File: src/rtl/setassoc_cache_ctrl.sv
// setassoc_cache_ctrl: 1/2-way write-back, write-allocate cache
// shared by fetch and data ports, line-wide req/ack refill
module setassoc_cache_ctrl #(
   parameter int WORD_SIZE  = 16,
   parameter int SETS       = 4,
   parameter int LINE_WORDS = 4,
   parameter int WAYS       = 2,
   parameter int CNT_W      = 21
) (
   input  logic                            clk,
   input  logic                            reset,
   input  logic                            i_read,
   input  logic [WORD_SIZE-1:0]            i_addr,
   output logic [WORD_SIZE-1:0]            i_data,
   output logic                            i_stall,
   input  logic                            d_read,
   input  logic                            d_write,
   input  logic [WORD_SIZE-1:0]            d_addr,
   input  logic [WORD_SIZE-1:0]            d_wdata,
   output logic [WORD_SIZE-1:0]            d_rdata,
   output logic                            d_stall,
   output logic                            mem_req,
   output logic                            mem_we,
   output logic [WORD_SIZE-1:0]            mem_addr,
   output logic [WORD_SIZE*LINE_WORDS-1:0] mem_wdata,
   input  logic [WORD_SIZE*LINE_WORDS-1:0] mem_rdata,
   input  logic                            mem_ack,
   output logic [CNT_W-1:0]                access_cnt,
   output logic [CNT_W-1:0]                miss_cnt
);
   localparam int OFF_W  = $clog2(LINE_WORDS);
   localparam int IDX_W  = $clog2(SETS);
   localparam int TAG_W  = WORD_SIZE - OFF_W - IDX_W;
   localparam int LINE_W = WORD_SIZE * LINE_WORDS;

   typedef enum logic [1:0] {IDLE, WB, FILL} state_t;
   state_t state;

   // way 1 storage exists in both builds; a 1-way build never allocates it
   logic              valid_q [SETS][2];
   logic              dirty_q [SETS][2];
   logic [TAG_W-1:0]  tag_q   [SETS][2];
   logic [LINE_W-1:0] data_q  [SETS][2];
   logic              lru_q   [SETS];

   logic [OFF_W-1:0] i_off, d_off;
   logic [IDX_W-1:0] i_idx, d_idx, m_idx, m_idx_n;
   logic [TAG_W-1:0] i_tag, d_tag, m_tag, m_tag_n;
   logic [1:0]       i_way_hit, d_way_hit;
   logic             i_match, d_match, i_way, d_way;
   logic             idle, i_hit, d_hit, d_req, i_done, d_done;
   logic             d_miss, i_miss, miss_start;
   logic             v_way, v_way_n, v_dirty_n, fill_en;
   logic [LINE_W-1:0] i_line, d_line;

   assign {i_tag, i_idx, i_off} = i_addr;
   assign {d_tag, d_idx, d_off} = d_addr;

   // tag compare of both ways for both ports
   always_comb begin
      i_way_hit = '0;
      d_way_hit = '0;
      for (int w = 0; w < 2; w++) begin
         i_way_hit[w] = valid_q[i_idx][w] && (tag_q[i_idx][w] == i_tag);
         d_way_hit[w] = valid_q[d_idx][w] && (tag_q[d_idx][w] == d_tag);
      end
   end

   assign i_match = |i_way_hit;
   assign d_match = |d_way_hit;
   assign i_way   = i_way_hit[1];
   assign d_way   = d_way_hit[1];
   assign i_line  = data_q[i_idx][i_way];
   assign d_line  = data_q[d_idx][d_way];
   assign i_data  = i_line[i_off*WORD_SIZE +: WORD_SIZE];
   assign d_rdata = d_line[d_off*WORD_SIZE +: WORD_SIZE];

   assign idle    = (state == IDLE);
   assign d_req   = d_read || d_write;
   assign i_hit   = idle && i_match;
   assign d_hit   = idle && d_match;
   assign d_stall = d_req && !d_hit;
   assign i_stall = i_read && (!i_hit || d_stall);
   assign i_done  = i_read && !i_stall;
   assign d_done  = d_req && !d_stall;

   // a completing data hit goes first so the victim snapshot sees its write
   assign d_miss     = idle && d_req && !d_match;
   assign i_miss     = idle && i_read && !i_match && !d_req;
   assign miss_start = d_miss || i_miss;
   assign m_tag_n    = d_miss ? d_tag : i_tag;
   assign m_idx_n    = d_miss ? d_idx : i_idx;
   assign fill_en    = (state == FILL) && mem_ack;

   // victim: first invalid way, else the LRU way
   always_comb begin
      v_way_n = 1'b0;
      if (valid_q[m_idx_n][0] && WAYS == 2)
         v_way_n = valid_q[m_idx_n][1] ? lru_q[m_idx_n] : 1'b1;
      v_dirty_n = valid_q[m_idx_n][v_way_n] && dirty_q[m_idx_n][v_way_n];
   end

   // miss FSM with registered memory interface
   always_ff @(posedge clk) begin
      if (reset) begin
         state     <= IDLE;
         mem_req   <= 1'b0;
         mem_we    <= 1'b0;
         mem_addr  <= '0;
         mem_wdata <= '0;
         m_tag     <= '0;
         m_idx     <= '0;
         v_way     <= 1'b0;
      end else begin
         unique case (state)
            IDLE: if (miss_start) begin
               m_tag   <= m_tag_n;
               m_idx   <= m_idx_n;
               v_way   <= v_way_n;
               mem_req <= 1'b1;
               if (v_dirty_n) begin
                  state     <= WB;
                  mem_we    <= 1'b1;
                  mem_addr  <= {tag_q[m_idx_n][v_way_n], m_idx_n, {OFF_W{1'b0}}};
                  mem_wdata <= data_q[m_idx_n][v_way_n];
               end else begin
                  state    <= FILL;
                  mem_we   <= 1'b0;
                  mem_addr <= {m_tag_n, m_idx_n, {OFF_W{1'b0}}};
               end
            end
            WB: if (mem_ack) begin
               state    <= FILL;
               mem_we   <= 1'b0;
               mem_addr <= {m_tag, m_idx, {OFF_W{1'b0}}};
            end
            FILL: if (mem_ack) begin
               state   <= IDLE;
               mem_req <= 1'b0;
            end
            default: state <= IDLE;
         endcase
      end
   end

   // valid, dirty and LRU bookkeeping; data port wins the LRU on a shared set
   always_ff @(posedge clk) begin
      if (reset) begin
         for (int s = 0; s < SETS; s++) begin
            lru_q[s] <= 1'b0;
            for (int w = 0; w < 2; w++) begin
               valid_q[s][w] <= 1'b0;
               dirty_q[s][w] <= 1'b0;
            end
         end
      end else begin
         if (fill_en) begin
            valid_q[m_idx][v_way] <= 1'b1;
            dirty_q[m_idx][v_way] <= 1'b0;
            lru_q[m_idx]          <= ~v_way;
         end
         if (i_done)
            lru_q[i_idx] <= ~i_way;
         if (d_done) begin
            lru_q[d_idx] <= ~d_way;
            if (d_write)
               dirty_q[d_idx][d_way] <= 1'b1;
         end
      end
   end

   // tag and line storage: refill and write hits
   always_ff @(posedge clk) begin
      if (fill_en) begin
         tag_q[m_idx][v_way]  <= m_tag;
         data_q[m_idx][v_way] <= mem_rdata;
      end
      if (d_done && d_write)
         data_q[d_idx][d_way][d_off*WORD_SIZE +: WORD_SIZE] <= d_wdata;
   end

   logic [CNT_W:0] acc_sum;
   assign acc_sum = {1'b0, access_cnt} + {{CNT_W{1'b0}}, i_done}
                  + {{CNT_W{1'b0}}, d_done};

   // saturating performance counters
   always_ff @(posedge clk) begin
      if (reset) begin
         access_cnt <= '0;
         miss_cnt   <= '0;
      end else begin
         access_cnt <= acc_sum[CNT_W] ? '1 : acc_sum[CNT_W-1:0];
         if (miss_start && miss_cnt != '1)
            miss_cnt <= miss_cnt + 1'b1;
      end
   end
endmodule

File: config.mk
export PLATFORM = sky130hd
export DESIGN_NAME = setassoc_cache_ctrl
export DESIGN_NICKNAME = d
export VERILOG_FILES = /design/src/rtl/setassoc_cache_ctrl.sv
export SDC_FILE = /design/constraint.sdc
export NUM_CORES = 2
export LEC_CHECK = 0
export BUFFER_PORTS_ARGS = -buffer_cell sky130_fd_sc_hd__buf_2
export CORE_MARGIN = 5
export CORE_UTILIZATION = 54
export CTS_BUF_LIST = sky130_fd_sc_hd__clkbuf_16
export DETAILED_ROUTE_END_ITERATION = 6
export GPL_TIMING_DRIVEN = 0
export PLACE_DENSITY = 0.85
export RECOVER_POWER = 25
export SETUP_SLACK_MARGIN = 0.15
export SLEW_MARGIN = 25
export SYNTH_ARGS = -nofsm -noshare
export SYNTH_HDL_FRONTEND = slang
export SYNTH_SLANG_ARGS = --single-unit
export TNS_END_PERCENT = 10
File: constraint.sdc
create_clock -name clk -period 4.7 [get_ports clk]
set_input_delay 0.235 -clock clk [delete_from_list [all_inputs] [get_ports clk]]
set_output_delay 0.235 -clock clk [all_outputs]
set_load 0.01 [all_outputs]
==> results by group <==
Timing
  • Worst-Margin Slew: 1100 ps
  • Period Utilization, post-route: 1.01
  • Setup WS post-layout: -27.9 ps
  • Fmax: around 0.21 GHz
  • Unrepaired setup endpoints after global routing: yes
  • Final setup fails: 2
  • Slew margin rel.: 0.263
  • Clock skew: 30.5 ps
  • Max-slew violation count: 0
  • Final hold violations: 0
  • Final worst path period need: roughly 4700 ps

Critical path
  • Crit end category: flop
  • Max FO, Critical Path: 10
  • Worst path arrival time: 5280 ps
  • CP startpoint kind: flop
  • Crit Path Class: flop to flop
  • CP required: about 5300 ps

CTS
  • Worst skew pair latency: 670 ps
  • Clk root buf: clkbuf_16
  • H-tree depth: 3
  • CTS tree: done
  • Num CTS Buffers: just over 80
  • Clk buf depth: 3
  • CTS clk-pin slew, worst paths: 60 ps
  • Clock Sinks: 767

Route
  • Routed WL per cell: 37.3 um
  • Total number of vias: 31600
  • Antenna-violating nets left: 0
  • Vias per cell: 7.32
  • WL final: 161 mm
  • Number of DRC markers in iteration 0: 5213
  • Residual DRC: 0
  • Drt first pass iters: 7

Run status
  • Violated checks: negative setup slack
  • Outcome: finished with violations

Power
  • Internal power: 12.1 mW
  • Sw power: 4.61 mW
  • Clk pwr share: 0.391
  • Part of the power in registers: 0.452
  • Worst VDD drop: 0.339 mV
  • Leak: 16.8 nW
  • Logic pwr share: 0.157
  • Sw Share: 0.276
  • Cell Pwr Density: 345 nW/um2

Placed design
  • HPWL after DPL: roughly 120 mm
  • Cells after DPL: about 4100
  • Area after DPL: 45200 um2
  • I/O Buffers: roughly 270
  • Routability cong.: between 1 and 1.5

Final layout
  • Commonest cells after routing, fill and taps aside: 620 x edfxtp_1, 417 x mux4_2, 296 x mux2i_1, 245 x nand2_1, 212 x buf_2
  • Layout cells sized above 1: 0.324
  • Final Non-Filler Cells: 4316
  • Commonest non-fill, non-tap cell in the layout: edfxtp_1
  • Final instance area: 48500 um2
  • Synthesis-to-layout area growth: 15.5%
  • Nets@finish: 3327

Flow run
  • MaxCap Viol Count: 0

Global routing
  • GRT Residual Overflow: 0
  • Via count of the first global-routing pass: around 30000
  • Tot GR Track Use: 0.376
  • First-pass GRT wire length: 220 mm
  • Largest net degree at the start of global routing: 17
  • Initial antenna violation count: 11

Die
  • Area of the core: 77200 um2
  • Core Rows: 102
  • I/O pin total: 276
  • Width of the chip: 289 um
  • Full die area: 83400 um2
  • Starting Density: 0.544
  • DIE HEIGHT: 289 um

Logic synthesis
  • Ys Warns: 0
  • Syn Inst Count: 2792
  • Yosys reg bits: ~770
  • Ys flop type: edfxtp_1
  • Register area share after synthesis: 0.514
  • Count of different cell masters after synthesis: 66
  • Post-synthesis cell area: 42000 um2
  • EDFF count, synth: 620
  • Ys async rst share: 0
  • Mapped Avg Cell Area: 15.0 um2

Worst hold path
  • Hold Crit Class: input pin to flop
cells by family (layout without fill, tap and decap cells):
kind of cell,Yosys count,count (layout),synth area share
other,1,9,0.0000893
multiplexers,805,805,0.326
XOR/XNOR,85,85,0.0177
AO/OA/AOI/OAI,356,356,0.0573
flip-flops,767,767,0.514
buffers and inverters,246,722,0.0285
AND/OR/NAND/NOR,524,524,0.0545
adder cells (fa/ha/maj),8,8,0.00256
power groups by stage:
stage | clock [mW] | sequential (mW) | combinational (mW)
3_5_place_dp | 0 | 7.70 | 2.47
2_1_floorplan | 0 | 7.67 | 1.49
6_report | 6.54 | 7.56 | 2.63
5_1_grt | 6.80 | 7.57 | 2.65
4_1_cts | 6.50 | 7.56 | 2.51
3_3_place_gp | 0 | 7.69 | 2.41
worst max-delay path: stages (launching register included):
cell,delay (ps)
edfxtp_1,410
mux4_2,510
xnor2_2,180
nand4_1,240
or4_4,610
o211a_2,170
nand2_2,80
buf_6,150
mux2i_1,220
buf_6,200
buf_4,260
buf_2,440
mux2i_1,180
mux4_1,670
a211oi_1,270
registers in the layout, summed over array words and instances (netlist names):
name,count
m_idx,2
dirty_q,8
mem_addr,14
access_cnt,21
v_way,1
data_q,512
lru_q,4
valid_q,8
mem_wdata,64
tag_q,96
mem_we,1
mem_req,1
m_tag,12
state,2
miss_cnt,21
cell usage after synthesis (5+ instances only):
cell	count	share of area
dfxtp_1	147	0.070
a21o_1	7	0.0013
inv_1	20	0.0018
a211oi_2	32	0.0095
a311oi_1	8	0.0017
mux4_2	415	0.22
nand2b_1	21	0.0031
buf_4	14	0.0025
nand3_1	27	0.0032
nand4_1	15	0.0022
nor2_1	137	0.012
ha_1	7	0.0021
edfxtp_1	620	0.44
or2_2	5	0.00075
mux4_1	19	0.012
a21oi_1	118	0.014
mux2_1	38	0.010
o21ai_0	89	0.011
buf_6	17	0.0046
mux2_2	33	0.0089
and3_1	16	0.0024
nor3_1	19	0.0023
buf_2	57	0.0068
xor2_1	20	0.0042
o21a_1	5	0.00089
or3_1	8	0.0012
clkbuf_1	106	0.0095
o221a_1	12	0.0032
nand2_1	248	0.022
o211ai_1	5	0.00089
a211oi_1	57	0.010
buf_1	29	0.0026
mux2i_1	297	0.071
xnor2_1	65	0.014
path summary, 6_finish.rpt:
kind | from | to | slack, ps | depth (start not counted)
hold / removal | i_addr[10] | m_tag[6]$_SDFFE_PP0P_ | 40 | 5
hold reg to reg | mem_req$_SDFFE_PP0P_ | mem_req$_SDFFE_PP0P_ | 500 | 2
setup / recovery | tag_q[2][16]$_DFFE_PP_ | mem_wdata[49]$_SDFFE_PP0P_ | -30 | 14
setup reg to reg | tag_q[2][16]$_DFFE_PP_ | mem_wdata[49]$_SDFFE_PP0P_ | -30 | 14
stage by stage:
step	hold slack [ps]	utilization	setup TNS, ps	setup WS [ps]	power (mW)
after floorplan	417	-	0	226	9.16
after global placement	472	0.578	-1292960	-2770	10.1
after detailed placement	487	0.586	-851580	-1350	10.2
after CTS	18.2	0.626	0	133	16.6
after global routing	70.5	0.628	-807	-115	17.0
final	37.7	0.628	-35.9	-27.9	16.7
final cells by class:
| cell class | instances | area, um2 |
|---|---|---|
| clock inverters | 69 | 577 |
| flip-flops and latches | 767 | 21600 |
| multi-input cells | 1780 | 19700 |
| inverters | 21 | 78.8 |
| clock buffers | 84 | 2100 |
| well taps | 1040 | 1300 |
| diodes | 7 | 17.5 |
| repair buffers | 323 | 1810 |
| plain buffers | 225 | 1290 |
| fillers | 5583 | 28700 |
timing repair:
| action | CTS | global route |
|---|---|---|
| hold endpoints to repair | 3 | 0 |
| gates resized for setup | 117 | 49 |
| endpoints found under the setup margin | 1137 | 887 |
| pin swaps | 14 | 13 |
| setup buffers | 14 | 15 |
| hold buffers | 1 | 0 |
metal layers:
layer,vias up,part of all wire,track usage
met3,668,0.17,0.163
li1,12100,-,-
met4,10,0.077,0.213
met2,3140,0.44,0.560
met5,-,0.00048,0.00291
met1,15700,0.32,0.462
No activity file was read; power rests on OpenSTA's default activity.
